## src/rtl/serial_adder_pkg.sv

```systemverilog
// Shared types and constants for the bit-serial adder.
package serial_adder_pkg;

    localparam int MAX_WIDTH = 32;

    typedef enum logic [1:0] {
        IDLE  = 2'd0,
        SHIFT = 2'd1,
        DONE  = 2'd2
    } sa_state_t;

    // Bit-counter width; a 1-bit operand still needs a 1-bit counter.
    function automatic int cnt_width(input int w);
        return (w > 1) ? $clog2(w) : 1;
    endfunction

endpackage

```

## src/rtl/serial_adder_full_adder_cell.sv

```systemverilog
// One-bit full adder built from two half-adder stages and an OR on the carries.
module full_adder_cell (
    input  logic a,
    input  logic b,
    input  logic ci,
    output logic s,
    output logic co
);

    logic p;
    logic g0;
    logic g1;

    always_comb begin
        p  = a ^ b;
        g0 = a & b;
        s  = p ^ ci;
        g1 = p & ci;
        co = g0 | g1;
    end

endmodule

```

## src/rtl/serial_adder.sv

```systemverilog
// Bit-serial WIDTH-bit adder: one full-adder cell, a registered carry, LSB first.
module serial_adder
    import serial_adder_pkg::*;
#(
    parameter int WIDTH = 8
) (
    input  logic             clk,
    input  logic             rst_n,
    input  logic             in_valid,
    output logic             in_ready,
    input  logic [WIDTH-1:0] a,
    input  logic [WIDTH-1:0] b,
    input  logic             cin,
    output logic             out_valid,
    input  logic             out_ready,
    output logic [WIDTH-1:0] sum,
    output logic             cout,
    output logic             ovf,
    output sa_state_t        dbg_state
);

    // Handshakes: a transfer happens on a rising edge where valid && ready.
    // in_ready depends only on state and out_valid is never withdrawn
    // before its transfer completes; neither depends combinationally on inputs.

    localparam int            CW   = cnt_width(WIDTH);
    localparam logic [CW-1:0] LAST = CW'(WIDTH - 1);

    sa_state_t        state_q, state_d;
    logic [WIDTH-1:0] a_sr_q, a_sr_d;
    logic [WIDTH-1:0] b_sr_q, b_sr_d;
    logic [WIDTH-1:0] sum_sr_q, sum_sr_d;
    logic             carry_q, carry_d;
    logic [CW-1:0]    cnt_q, cnt_d;
    logic [WIDTH-1:0] sum_q, sum_d;
    logic             cout_q, cout_d;
    logic             ovf_q, ovf_d;

    logic fa_s;
    logic fa_co;
    logic last_bit;

    full_adder_cell u_cell (
        .a  (a_sr_q[0]),
        .b  (b_sr_q[0]),
        .ci (carry_q),
        .s  (fa_s),
        .co (fa_co)
    );

    assign last_bit = (cnt_q == LAST);

    always_ff @(posedge clk or negedge rst_n) begin
        if (!rst_n) begin
            state_q <= IDLE;
        end else begin
            state_q <= state_d;
        end
    end

    always_comb begin
        state_d = state_q;
        case (state_q)
            IDLE:    if (in_valid)  state_d = SHIFT;
            SHIFT:   if (last_bit)  state_d = DONE;
            DONE:    if (out_ready) state_d = IDLE;
            default: state_d = IDLE;
        endcase
    end

    always_comb begin
        in_ready  = (state_q == IDLE);
        out_valid = (state_q == DONE);
    end

    always_comb begin
        a_sr_d   = a_sr_q;
        b_sr_d   = b_sr_q;
        sum_sr_d = sum_sr_q;
        carry_d  = carry_q;
        cnt_d    = cnt_q;
        sum_d    = sum_q;
        cout_d   = cout_q;
        ovf_d    = ovf_q;
        case (state_q)
            IDLE: begin
                if (in_valid) begin
                    a_sr_d  = a;
                    b_sr_d  = b;
                    carry_d = cin;
                    cnt_d   = '0;
                end
            end
            SHIFT: begin
                a_sr_d              = a_sr_q >> 1;
                b_sr_d              = b_sr_q >> 1;
                sum_sr_d            = sum_sr_q >> 1;
                sum_sr_d[WIDTH-1]   = fa_s;
                carry_d             = fa_co;
                // On the MSB, carry_q is the carry into the sign bit.
                if (last_bit) begin
                    sum_d  = sum_sr_d;
                    cout_d = fa_co;
                    ovf_d  = carry_q ^ fa_co;
                end else begin
                    cnt_d = cnt_q + CW'(1);
                end
            end
            default: ;
        endcase
    end

    always_ff @(posedge clk or negedge rst_n) begin
        if (!rst_n) begin
            a_sr_q   <= '0;
            b_sr_q   <= '0;
            sum_sr_q <= '0;
            carry_q  <= 1'b0;
            cnt_q    <= '0;
            sum_q    <= '0;
            cout_q   <= 1'b0;
            ovf_q    <= 1'b0;
        end else begin
            a_sr_q   <= a_sr_d;
            b_sr_q   <= b_sr_d;
            sum_sr_q <= sum_sr_d;
            carry_q  <= carry_d;
            cnt_q    <= cnt_d;
            sum_q    <= sum_d;
            cout_q   <= cout_d;
            ovf_q    <= ovf_d;
        end
    end

    always_comb begin
        sum       = sum_q;
        cout      = cout_q;
        ovf       = ovf_q;
        dbg_state = state_q;
    end

endmodule

```

## config.mk

```make
export PLATFORM = sky130hd
export DESIGN_NAME = serial_adder
export DESIGN_NICKNAME = d
export VERILOG_FILES = /design/src/rtl/serial_adder_pkg.sv /design/src/rtl/serial_adder_full_adder_cell.sv /design/src/rtl/serial_adder.sv
export SDC_FILE = /design/constraint.sdc
export NUM_CORES = 1
export LEC_CHECK = 0
export BUFFER_PORTS_ARGS = -buffer_cell sky130_fd_sc_hd__buf_2
export CORE_ASPECT_RATIO = 0.6
export CORE_MARGIN = 4
export CORE_UTILIZATION = 50
export CTS_BUF_LIST = sky130_fd_sc_hd__clkbuf_8 sky130_fd_sc_hd__clkbuf_16
export DETAILED_ROUTE_END_ITERATION = 8
export HOLD_SLACK_MARGIN = 0.1
export PLACE_DENSITY = 0.81
export SYNTH_ARGS = -nofsm -noshare
export SYNTH_HDL_FRONTEND = slang
export SYNTH_HIERARCHICAL = 1
export SYNTH_SLANG_ARGS = --single-unit
```

## constraint.sdc

```tcl
create_clock -name clk -period 3.2 [get_ports clk]
set_input_delay 0 -clock clk [delete_from_list [all_inputs] [get_ports clk]]
set_output_delay 0 -clock clk [all_outputs]
set_load 0.01 [all_outputs]
```

### Word-level counts from Yosys, hierarchy flattened

Index checks and enable logic that the tools add are counted.
Widths: inputs -> output; s select.

* $add $sub $neg: 1
* multipliers: 0
* div/mod/pow operators: 0
* magnitude comparators: 0
* equal/unequal tests: 7
* shift-type cells: 0
* multiplexer cells: 13
* bitwise operators: 6
* reduce and logical (&&, ||, !) cells: 6

Operators by type and width (number)
* $pmux 8 s2: 2
* $mux 8: 2
* $mux 2: 3
* $mux 3: 2
* $ne 2x2->1 const B: 3
* $pmux 2 s3: 1
* $pmux 3 s2: 1
* $reduce_and 3->1: 2
* $reduce_and 2->1: 2
* $add 3x1->3 const B: 1
* $eq 3x3->1 const B: 1
* $xor 1x1->1: 3
* $and 1x1->1: 2
* $eq 2x1->1 const B: 1
* $eq 2x2->1 const B: 1
* $logic_not 2->1: 1
* $ne 2x1->1 const B: 1
* $pmux 1 s2: 1
* $reduce_bool 2->1: 1
* $mux 1: 1
* $or 1x1->1: 1

* bits in registers: 40
* bits in latches: 0
* bits in writable memories: 0
* memory bits (read-only): 0
* bits of input ports: 21
* output and inout bits: 14
* word-level logic and storage cells: 42
* memories: 0

### Longest topological paths before layout

Gate-level depths: netlist of the first run.

* depth after elaboration: 4
* gate-level depth with buffers: 6
* mapped depth without buffers: 5

### Modules after synthesis

Netlist of the first run, hierarchy kept.

By module, submodules not included
* serial_adder: instances 1, cells an instance 136, area each 1749.2 um2, seq. area each 975.9 um2
* full_adder_cell: instances 1, cells an instance 1, area each 20.0 um2, seq. area each 0.0 um2

### Least setup slack after synthesis of the first run

Ideal clock, no wire load.

* kind: register -> register
* start point: register cnt_q[0]
* end point: register cout_q, in the netlist cout
* setup time: 125 ps
* arrival time: 1389 ps
* data required time: 3075 ps
* path slack: 1686 ps
* cell stages (with the launch flop): 6
* path buffers: 1
* period minus slack after synthesis: 1514 ps
* cell sequence: dfrtp_1 -> ha_1 -> ha_1 -> nand3b_4 -> buf_6 -> mux2_4

* longest elaborated chain between the ends: 2

RTL lines
* start: declaration: RTL line serial_adder.sv:34 `logic [CW-1:0] cnt_q, cnt_d;`
* start signal: assignment: RTL line serial_adder.sv:128 `cnt_q <= cnt_d;`
* $eq 3x3->1: RTL line serial_adder.sv:51 `assign last_bit = (cnt_q == LAST);`
* $reduce_and 2->1 (no line)
* end signal: assignment: RTL line serial_adder.sv:130 `cout_q <= cout_d;`
* end: declaration: RTL line serial_adder.sv:36 `logic cout_q, cout_d;`

Every way passes these cells.
A chain may end at the register's enable or synchronous reset.

### Worst setup path in the final report of the first run

* start point: register state_q[0], in the netlist dbg_state[0]
* end point: register a_sr_q[4]

* longest elaborated chain between the ends: 3
* elaborated cells between the ends (all ways): 6
* those cells by class: eq/ne: 2; mux: 1; reduce/logical: 3

RTL lines
* start: declaration: RTL line serial_adder.sv:29 `sa_state_t state_q, state_d;`
* start signal: assignment: RTL line serial_adder.sv:57 `state_q <= state_d;`
* $eq 2x1->1 or $logic_not 2->1 (tied branches): RTL line serial_adder.sv:85 `case (state_q)`
* $reduce_bool 2->1 (no line) or $ne 2x2->1 (tied branches)
* $reduce_and 2->1 (no line)
* end signal: assignment: RTL line serial_adder.sv:124 `a_sr_q <= a_sr_d;`
* end: declaration: RTL line serial_adder.sv:30 `logic [WIDTH-1:0] a_sr_q, a_sr_d;`

Several ways; a longest one is shown, not always the timed one.

==> results.toml, run 1 <==
[drt]
drtPass1Iterations = 4
viasPerCell = 5.712
drc = 0
vias = 1331
ant_nets = 0
wl_mm = 4.045
wl_per_cell_um = 17.36
drt_iter0_drc = 129

[placed_design]
post-place-ws_ns = 1.567
place_area_sq_um = 1916
port_buffers = 34
dpl.hpwl_mm = 2.698
gp_routability_congestion = 0.7682

[global_routing]
grt_max_degree = 40
grt_pass1_wl_mm = 6.568
grt_usage_pct = 19.02
overflow = 0
antenna_found_initial = 0
grt_pass1_vias = 1293

[timing]
fin_skew_ns = 0.008838
hold_viol_final = 0
rsz0062_at_grt = "false"
tns_ns = 0
fmax_ghz = 0.6041
final.period_utilization_pct = 51.73
worstMarginPinSlew_ns = 0.8430
slew_viol_final = 0
setup_ws_ns = 1.545
relSlewSlack_pct = 43.80
period_minus_slack_ns = 1.655
setup_viol = 0

[worst_setup_path]
crit_buf_inv = 1
reg2reg_depth = 3
arrival_ns = 1.80
crit_path_start_kind = "flop"
r2r-start = "dbg_state[0]"
r2r_setup_slack_ns = 1.54
r2r-end = "a_sr_q[4]"
path_max_fanout = 16
cp_data_required_time_ns = 3.34
critical_path.top_delay_family = "flip-flops"
path_cells = "inv_1 > o22ai_1 > a2bb2oi_1"
cp_slowest_cell = "dfrtp_1"
cpPeakStageDelay_ns = 0.67
end_kind = "flop"
worstSetupPathType = "flop to flop"

[clock_tree]
cts_sinks = 39
cts-root-buf = "clkbuf_8"
cts_max_path_buffers = 2
cts_buffers = 5
clk_latency_ns = 0.29
cts_max_level = 2
cts_tree = "yes"
path_clk_slew_ns = 0.08

[final_layout]
diodes = 0
final_common_cell = "dfrtp_1"
final_area_sq_um = 2187
finalNetCount = 211
final_cell_mix = "dfrtp_1 (39), buf_2 (34), o22ai_1 (20)"
area_growth_pct = 23.62
drive_above_1_share_pct = 32.45

[pwr]
p_comb_share_pct = 39.9
internal_power_uw = 1312
switching_power_uw = 741.2
pwr-share-clk_pct = 15.2
powerDensity_nw_per_um2 = 939.0
p_leak_uw = 0.001023
pwr-share-seq_pct = 44.9
p_sw_share_pct = 36.09
vdd_drop_max_v = 0.0004309

[synthesis]
synth_top_area_cell = "dfrtp_1"
ys_ff_latch = 39
syn-instance-count = 137
yosysSeqAreaShare_pct = 55.16
synth_nets = 161
synthesis.area_sq_um = 1769
yosysWarningCount = 6
synth.top_cell.area_share_pct = 55.16
synth_area_leaders = "dfrtp_1 (55%), o22ai_1 (7.1%), mux2_4 (6.8%)"
syn_area_per_cell_sq_um = 12.91
ys_types = 27

[die]
coreArea_sq_um = 3323
initial_core_util_pct = 53.24
dieArea_sq_um = 4585
ios = 35
num_rows = 16
fp.dieH_um = 54.08
die_width_um = 84.80

[worst_hold_path]
hold-path-cell-count = 3
worstHoldStart = "in_valid"
hold_path_class = "primary input to flop"
holdPathEnd = "b_sr_q[4]"

[run]
drv_cap = 0

[outcome]
status = "completed"
[stage by stage]
stage               std cells  util [%]  hold WS, ns  power, uW
floorplan                 137         -      -0.2956       1512
global placement          206     57.64       0.1384       1649
detailed placement        206     57.64       0.1506       1722
CTS                       233     65.81       0.2038       2046
global route              233     65.81       0.2169       2184
finish                    233     65.81       0.2133       2054
[power by group through the flow]
stage	Clock, uW	Combinational (uW)	Sequential (uW)
2_1_floorplan	0	621	891
3_3_place_gp	0	743	906
3_5_place_dp	0	795	927
4_1_cts	311	817	918
5_1_grt	338	895	952
6_report	313	819	922
[worst max path at each step]
stage	from	to	slack, ns	depth (start not counted)
finish	dbg_state[0]	a_sr_q[4]	1.54	3
global route	dbg_state[1]	a_sr_q[2]	1.41	3
CTS	cnt_q[0]	sum[4]	1.55	4
detailed placement	cnt_q[0]	sum[4]	1.57	4
global placement	cnt_q[0]	sum[4]	1.64	4
floorplan	cnt_q[0]	cout	1.69	5
[synth_stat cells]
cell	instances
mux2_2	8
mux2_4	8
nor2_4	1
dfrtp_1	39
a2bb2oi_1	5
nand2b_4	1
xnor2_1	1
o31ai_1	2
a22oi_1	3
fa_1	1
nand3b_1	2
inv_1	6
o21ai_0	3
buf_6	5
o32ai_1	1
nand2_1	1
nor3_1	1
o221a_2	2
nand3b_4	1
clkbuf_1	1
ha_1	2
o2bb2ai_1	3
buf_2	4
a21oi_1	9
nor2_1	4
o22ai_1	20
nand2b_1	3
[registers in the layout (all words and copies together) (netlist names), 2 cells and up]
name,cells
a_sr_q,8
b_sr_q,8
cnt_q,3
dbg_state,2
sum,8
sum_sr_q,7
[logic make-up (layout without fill, tap and decap cells)]
| kind of cell | Yosys count | count (layout) | share of synthesized area, % |
|---|---|---|---|
| xor gates and xnor gates | 1 | 1 | 0.4951 |
| AOI/OAI and AO/OA | 48 | 48 | 18.32 |
| DFF | 39 | 39 | 55.16 |
| muxes | 16 | 16 | 11.88 |
| adders and majority gates | 3 | 3 | 2.546 |
| buffers and inverters | 16 | 67 | 5.799 |
| and+or+nand+nor | 14 | 14 | 5.798 |
[layer usage]
layer	part of all wire (%)	GRT usage, %	up-vias
li1	-	-	615
met1	44	24.03	663
met2	49	32.86	49
met3	5.7	4.281	4
met4	1.1	7.105	0
met5	0	0	-
[layout make-up]
| class | count | area [sq um] |
|---|---|---|
| Clock buffer | 5 | 68.82 |
| Clock inverter | 3 | 12.51 |
| Fill cell | 260 | 1136 |
| Inverter | 6 | 22.52 |
| Multi-Input combinational cell | 82 | 690.7 |
| Sequential cell | 39 | 975.9 |
| Tap cell | 45 | 56.30 |
| Timing Repair Buffer | 53 | 360.3 |
[worst register-to-register path: stages, from the launching register on]
cell and delay [ns]:
dfrtp_1 0.67, inv_1 0.40, o22ai_1 0.32, a2bb2oi_1 0.11
[what timing repair did]
item / 4_1_cts / 5_1_grt
resized for setup: 0 / 0
hold endpoints to repair: 57 / 0
hold buffers: 19 / 0
setup buffers: 0 / 0
Power figures use the tool's default switching activity.
==> inputs of run 2 (changes only) <==
--- a/config.mk
+++ b/config.mk
@@ -8,11 +8,11 @@
 export BUFFER_PORTS_ARGS = -buffer_cell sky130_fd_sc_hd__buf_2
 export CORE_ASPECT_RATIO = 0.6
 export CORE_MARGIN = 4
-export CORE_UTILIZATION = 50
+export CORE_UTILIZATION = 48
 export CTS_BUF_LIST = sky130_fd_sc_hd__clkbuf_8 sky130_fd_sc_hd__clkbuf_16
 export DETAILED_ROUTE_END_ITERATION = 8
 export HOLD_SLACK_MARGIN = 0.1
-export PLACE_DENSITY = 0.81
+export PLACE_DENSITY = 0.82
 export SYNTH_ARGS = -nofsm -noshare
 export SYNTH_HDL_FRONTEND = slang
 export SYNTH_HIERARCHICAL = 1
==> constraint.sdc (replaced) <==
create_clock -name clk -period 1.4 [get_ports clk]
set_input_delay 0 -clock clk [delete_from_list [all_inputs] [get_ports clk]]
set_output_delay 0 -clock clk [all_outputs]
set_load 0.01 [all_outputs]
==> results.toml, run 2 (synthesized netlist as in run 1, its figures left out) <==
[global_routing]
grt_pass1_wl_mm = 6.962
grt_max_degree = 40
antenna_found_initial = 0
overflow = 0
grt_usage_pct = 19.51
grt_pass1_vias = 1394

[timing]
fmax_ghz = 0.7250
relSlewSlack_pct = 81.36
rsz0062_at_grt = "true"
tns_ns = 0
slew_viol_final = 0
hold_slack_ns = 0.2096
setup_viol = 0
fin_skew_ns = 0.009773
period_minus_slack_ns = 1.379
final.period_utilization_pct = 98.53
hold_viol_final = 0
worstMarginPinSlew_ns = 0.2797

[drt]
drtPass1Iterations = 4
wl_per_cell_um = 17.21
vias = 1391
wl_mm = 4.233
ant_nets = 0
drc = 0
drt_iter0_drc = 84
viasPerCell = 5.654

[worst_setup_path]
path_max_fanout = 16
end_kind = "flop"
worstSetupPathType = "flop to flop"
crit_path_start_kind = "flop"
r2r-start = "dbg_state[0]"
r2r-end = "sum_sr_q[7]"
crit_start = "dbg_state[0]"
reg2reg_depth = 3
crit_end = "sum_sr_q[7]"
cp_data_required_time_ns = 1.57
arrival_ns = 1.55
r2r_setup_slack_ns = 0.02

[final_layout]
finalNetCount = 224
area_growth_pct = 34.87
final_common_cell = "dfrtp_1"
diodes = 0
drive_above_1_share_pct = 42.79
final_cell_mix = "dfrtp_1 (37), buf_2 (34), o22ai_1 (19), dlygate4sd3_1 (19), buf_4 (11)"
fillers = 222

[pwr]
vdd_drop_max_v = 0.001111
p_leak_uw = 0.001107
pwr-share-clk_pct = 17.9
internal_power_uw = 3395
pwr-share-seq_pct = 40.0
switching_power_uw = 1798
p_comb_share_pct = 42.1
powerDensity_nw_per_um2 = 2176
p_sw_share_pct = 34.62

[die]
ios = 35
dieArea_sq_um = 4753
die_width_um = 86.38
initial_core_util_pct = 51.99
coreArea_sq_um = 3403
fp.dieH_um = 55.03
num_rows = 16

[clock_tree]
cts_sinks = 39
clk_latency_ns = 0.29
cts_buffers = 5
cts_tree = "yes"
cts_max_path_buffers = 2
path_clk_slew_ns = 0.08
cts_max_level = 2
cts-root-buf = "clkbuf_8"

[worst_hold_path]
hold_path_class = "primary input to async pin"

[placed_design]
port_buffers = 34
gp_routability_congestion = 0.7677
dpl.hpwl_mm = 2.755

[outcome]
status = "completed"

[run]
drv_cap = 0
[run 2: cell types whose count changed in the layout (fill, tap and decap cells not counted), moves of 2 or more]
| cell | change |
|---|---|
| mux2_4 | +2 |
| inv_1 | -3 |
| nor2_2 | +2 |
| mux2_2 | -2 |
| ha_1 | -2 |
| buf_4 | +11 |
| nand2b_1 | -2 |
| dfrtp_1 | -2 |
| dfrtp_2 | +2 |
| nand2b_2 | +2 |
| nor2_1 | -2 |
[run 2: final cells by class]
class	instances	area, sq um	area share [%]
Inverter	6	26.28	1.101
Sequential cell	39	978.4	41.01
Timing Repair Buffer	65	462.9	19.40
Clock inverter	3	43.79	1.835
Multi-Input combinational cell	83	749.5	31.41
Clock buffer	5	68.82	2.884
Tap cell	45	56.30	2.360
[run 2: timing repair]
action	in CTS	in global routing
setup endpoints to repair	2	31
buffers inserted	0	2
hold buffers	19	0
resized for setup	0	11
hold endpoints to repair	57	0
gates cloned	1	0
pin swaps	0	1
[run 2: power groups by stage]
stage	sequential, uW	combinational, uW	clock [uW]
3_5_place_dp	2060	2020	0
5_1_grt	2140	2380	990
3_3_place_gp	2020	1890	0
2_1_floorplan	2040	1440	0
6_report	2080	2190	929
4_1_cts	2050	2080	940
[run 2: worst min-delay path by stage]
stage	start	to	slack [ns]	depth (start not counted)
global route	in_valid	b_sr_q[5]	0.23	3
floorplan	rst_n	a_sr_q[0]	-0.30	0
detailed placement	rst_n	b_sr_q[5]	-0.02	2
CTS	in_valid	carry_q	0.19	3
global placement	rst_n	b_sr_q[5]	-0.02	2
finish	rst_n	a_sr_q[1]	0.21	3
[run 2: metal layers]
layer / routed length (um) / up-vias / global-route usage, %
li1: - / 641 / -
met1: 1817 / 698 / 24.88
met2: 2160 / 48 / 34.01
met3: 223 / 4 / 4.438
met4: 31 / 0 / 5.959
met5: 0 / - / 0
[run 2: through the flow]
step	utilization (%)	cell area (sq um)	std cells	setup slack (ns)	power, uW
6_report	70.11	2386	246	0.02064	5193
5_1_grt	70.11	2386	246	-0.01069	5514
4_1_cts	68.53	2332	244	0.007914	5071
3_5_place_dp	59.30	2018	216	-0.02574	4080
3_3_place_gp	59.30	2018	216	0.02493	3907
2_1_floorplan	-	1788	137	0.01104	3487
[run 2: critical path, stage by stage (launching register included)]
cell and delay, ns:
dfrtp_2 0.47, buf_4 0.21, nand2b_4 0.20, mux2_2 0.37
==> inputs of run 3 (changes only) <==
--- a/config.mk
+++ b/config.mk
@@ -13,6 +13,7 @@
 export DETAILED_ROUTE_END_ITERATION = 8
 export HOLD_SLACK_MARGIN = 0.1
 export PLACE_DENSITY = 0.82
+export RECOVER_POWER = 50
 export SYNTH_ARGS = -nofsm -noshare
 export SYNTH_HDL_FRONTEND = slang
 export SYNTH_HIERARCHICAL = 1
==> results.toml, run 3 (synthesized netlist as in run 1, its figures left out) <==
[outcome]
status = "completed"

[worst_setup_path]
crit_path_start_kind = "flop"
cp_data_required_time_ns = 1.57
cp_slowest_cell = "dfrtp_2"
reg2reg_depth = 3
worstSetupPathType = "flop to flop"
path_max_fanout = 16
end_kind = "flop"
cpPeakStageDelay_ns = 0.47
arrival_ns = 1.54
path_cells = "buf_4 > nand2b_4 > mux2_2"

[final_layout]
final_area_sq_um = 2371
diodes = 0
final_common_cell = "dfrtp_1"
utilization_pct = 69.67
finalNetCount = 224
drive_above_1_share_pct = 42.79
area_growth_pct = 34.02
final_cell_mix = "dfrtp_1 (37), buf_2 (34), o22ai_1 (19), dlygate4sd3_1 (19), buf_4 (11)"

[global_routing]
met2_usage_pct = 34.01
grt_max_degree = 40
overflow = 0
gr-usage-met1_pct = 24.88
grt_pass1_wl_mm = 6.962
use_met3_pct = 4.438
grt_busiest_layer = "met2"
grt_usage_pct = 19.51
grt_pass1_vias = 1394
antenna_found_initial = 0

[drt]
wl_mm = 4.223
ant_nets = 0
drtPass1Iterations = 4
drt_iter0_drc = 81
viasPerCell = 5.659
drc = 0
wl_per_cell_um = 17.17
vias = 1392

[clock_tree]
cts_sinks = 39
cts_max_level = 2
path_clk_slew_ns = 0.08
cts_max_path_buffers = 2
cts_buffers = 5
cts-root-buf = "clkbuf_8"
cts_tree = "yes"
clk_latency_ns = 0.29

[die]
num_rows = 16
dieArea_sq_um = 4753
fp.dieH_um = 55.03
ios = 35
die_width_um = 86.38
initial_core_util_pct = 51.99
coreArea_sq_um = 3403

[timing]
final.period_utilization_pct = 98.34
worstMarginPinSlew_ns = 0.9444
period_minus_slack_ns = 1.377
hold_slack_ns = 0.2223
slew_viol_final = 0
relSlewSlack_pct = 37.04
rsz0062_at_grt = "true"
fin_skew_ns = 0.009801
hold_viol_final = 0
setup_viol = 0
fmax_ghz = 0.7264

[worst_hold_path]
hold_path_class = "primary input to flop"
hold-path-cell-count = 3

[placed_design]
port_buffers = 34
dpl.hpwl_mm = 2.755
gp_routability_congestion = 0.7677
place_area_sq_um = 2018

[pwr]
p_leak_uw = 0.001102
vdd_drop_max_v = 0.001115
powerDensity_nw_per_um2 = 2186

[run]
drv_cap = 0
==> run 3: changes by cell type in the layout (fill, tap and decap cells not counted) <==
cell / delta
buf_12: -1
clkbuf_2: +1
==> run 3: cell type report <==
cell class | count | area, sq um
fill | 224 | 1032
clock buffer | 5 | 68.82
inverter | 6 | 26.28
multi-input combinational | 83 | 749.5
sequential | 39 | 978.4
timing repair buffer | 65 | 447.9
tap | 45 | 56.30
clock inverter | 3 | 43.79
==> run 3: critical path: cells and delay by family (launching register included) <==
kind,cells,cell delay (ns)
buf+inv,1,0.21
simple gates,1,0.20
flops,1,0.47
mux,1,0.37
==> run 3: worst paths after layout <==
check	start	slack [ns]	end
max	dbg_state[0]	0.02	sum_sr_q[7]
max in group asynchronous	rst_n	0.29	dbg_state[1]
min in group asynchronous	rst_n	0.47	b_sr_q[5]
max reg2reg	dbg_state[0]	0.02	sum_sr_q[7]
min reg2reg	ovf	0.51	ovf
min	in_valid	0.22	carry_q
==> run 3: layer usage <==
layer | routed length [um] | up-vias
met5 | 0 | -
met4 | 46 | 0
met3 | 241 | 6
met2 | 2160 | 55
met1 | 1774 | 690
li1 | - | 641
==> run 3: through the flow <==
step | cells | total power (uW) | worst slack (ns) | setup TNS [ns]
final | 246 | 5183 | 0.02326 | 0
after detailed placement | 216 | 4080 | -0.02574 | -0.04827
after global placement | 216 | 3907 | 0.02493 | 0
after global routing | 246 | 5508 | -0.01069 | -0.02913
after floorplan | 137 | 3487 | 0.01104 | 0
after CTS | 244 | 5071 | 0.007914 | 0
==> run 3: timing repair <==
action / CTS / global route
pin swaps: 0 / 1
endpoints found under the setup margin: 2 / 31
cloned: 1 / 0
setup buffers: 0 / 2
hold buffers: 19 / 0
endpoints found under the hold margin: 57 / 0
gates resized for setup: 0 / 11
==> run 3: report_power, final <==
| part | switching (uW) | internal, uW |
|---|---|---|
| clock | 397 | 531 |
| sequential | 411 | 1670 |
| combinational | 986 | 1190 |
| total | 1790 | 3390 |
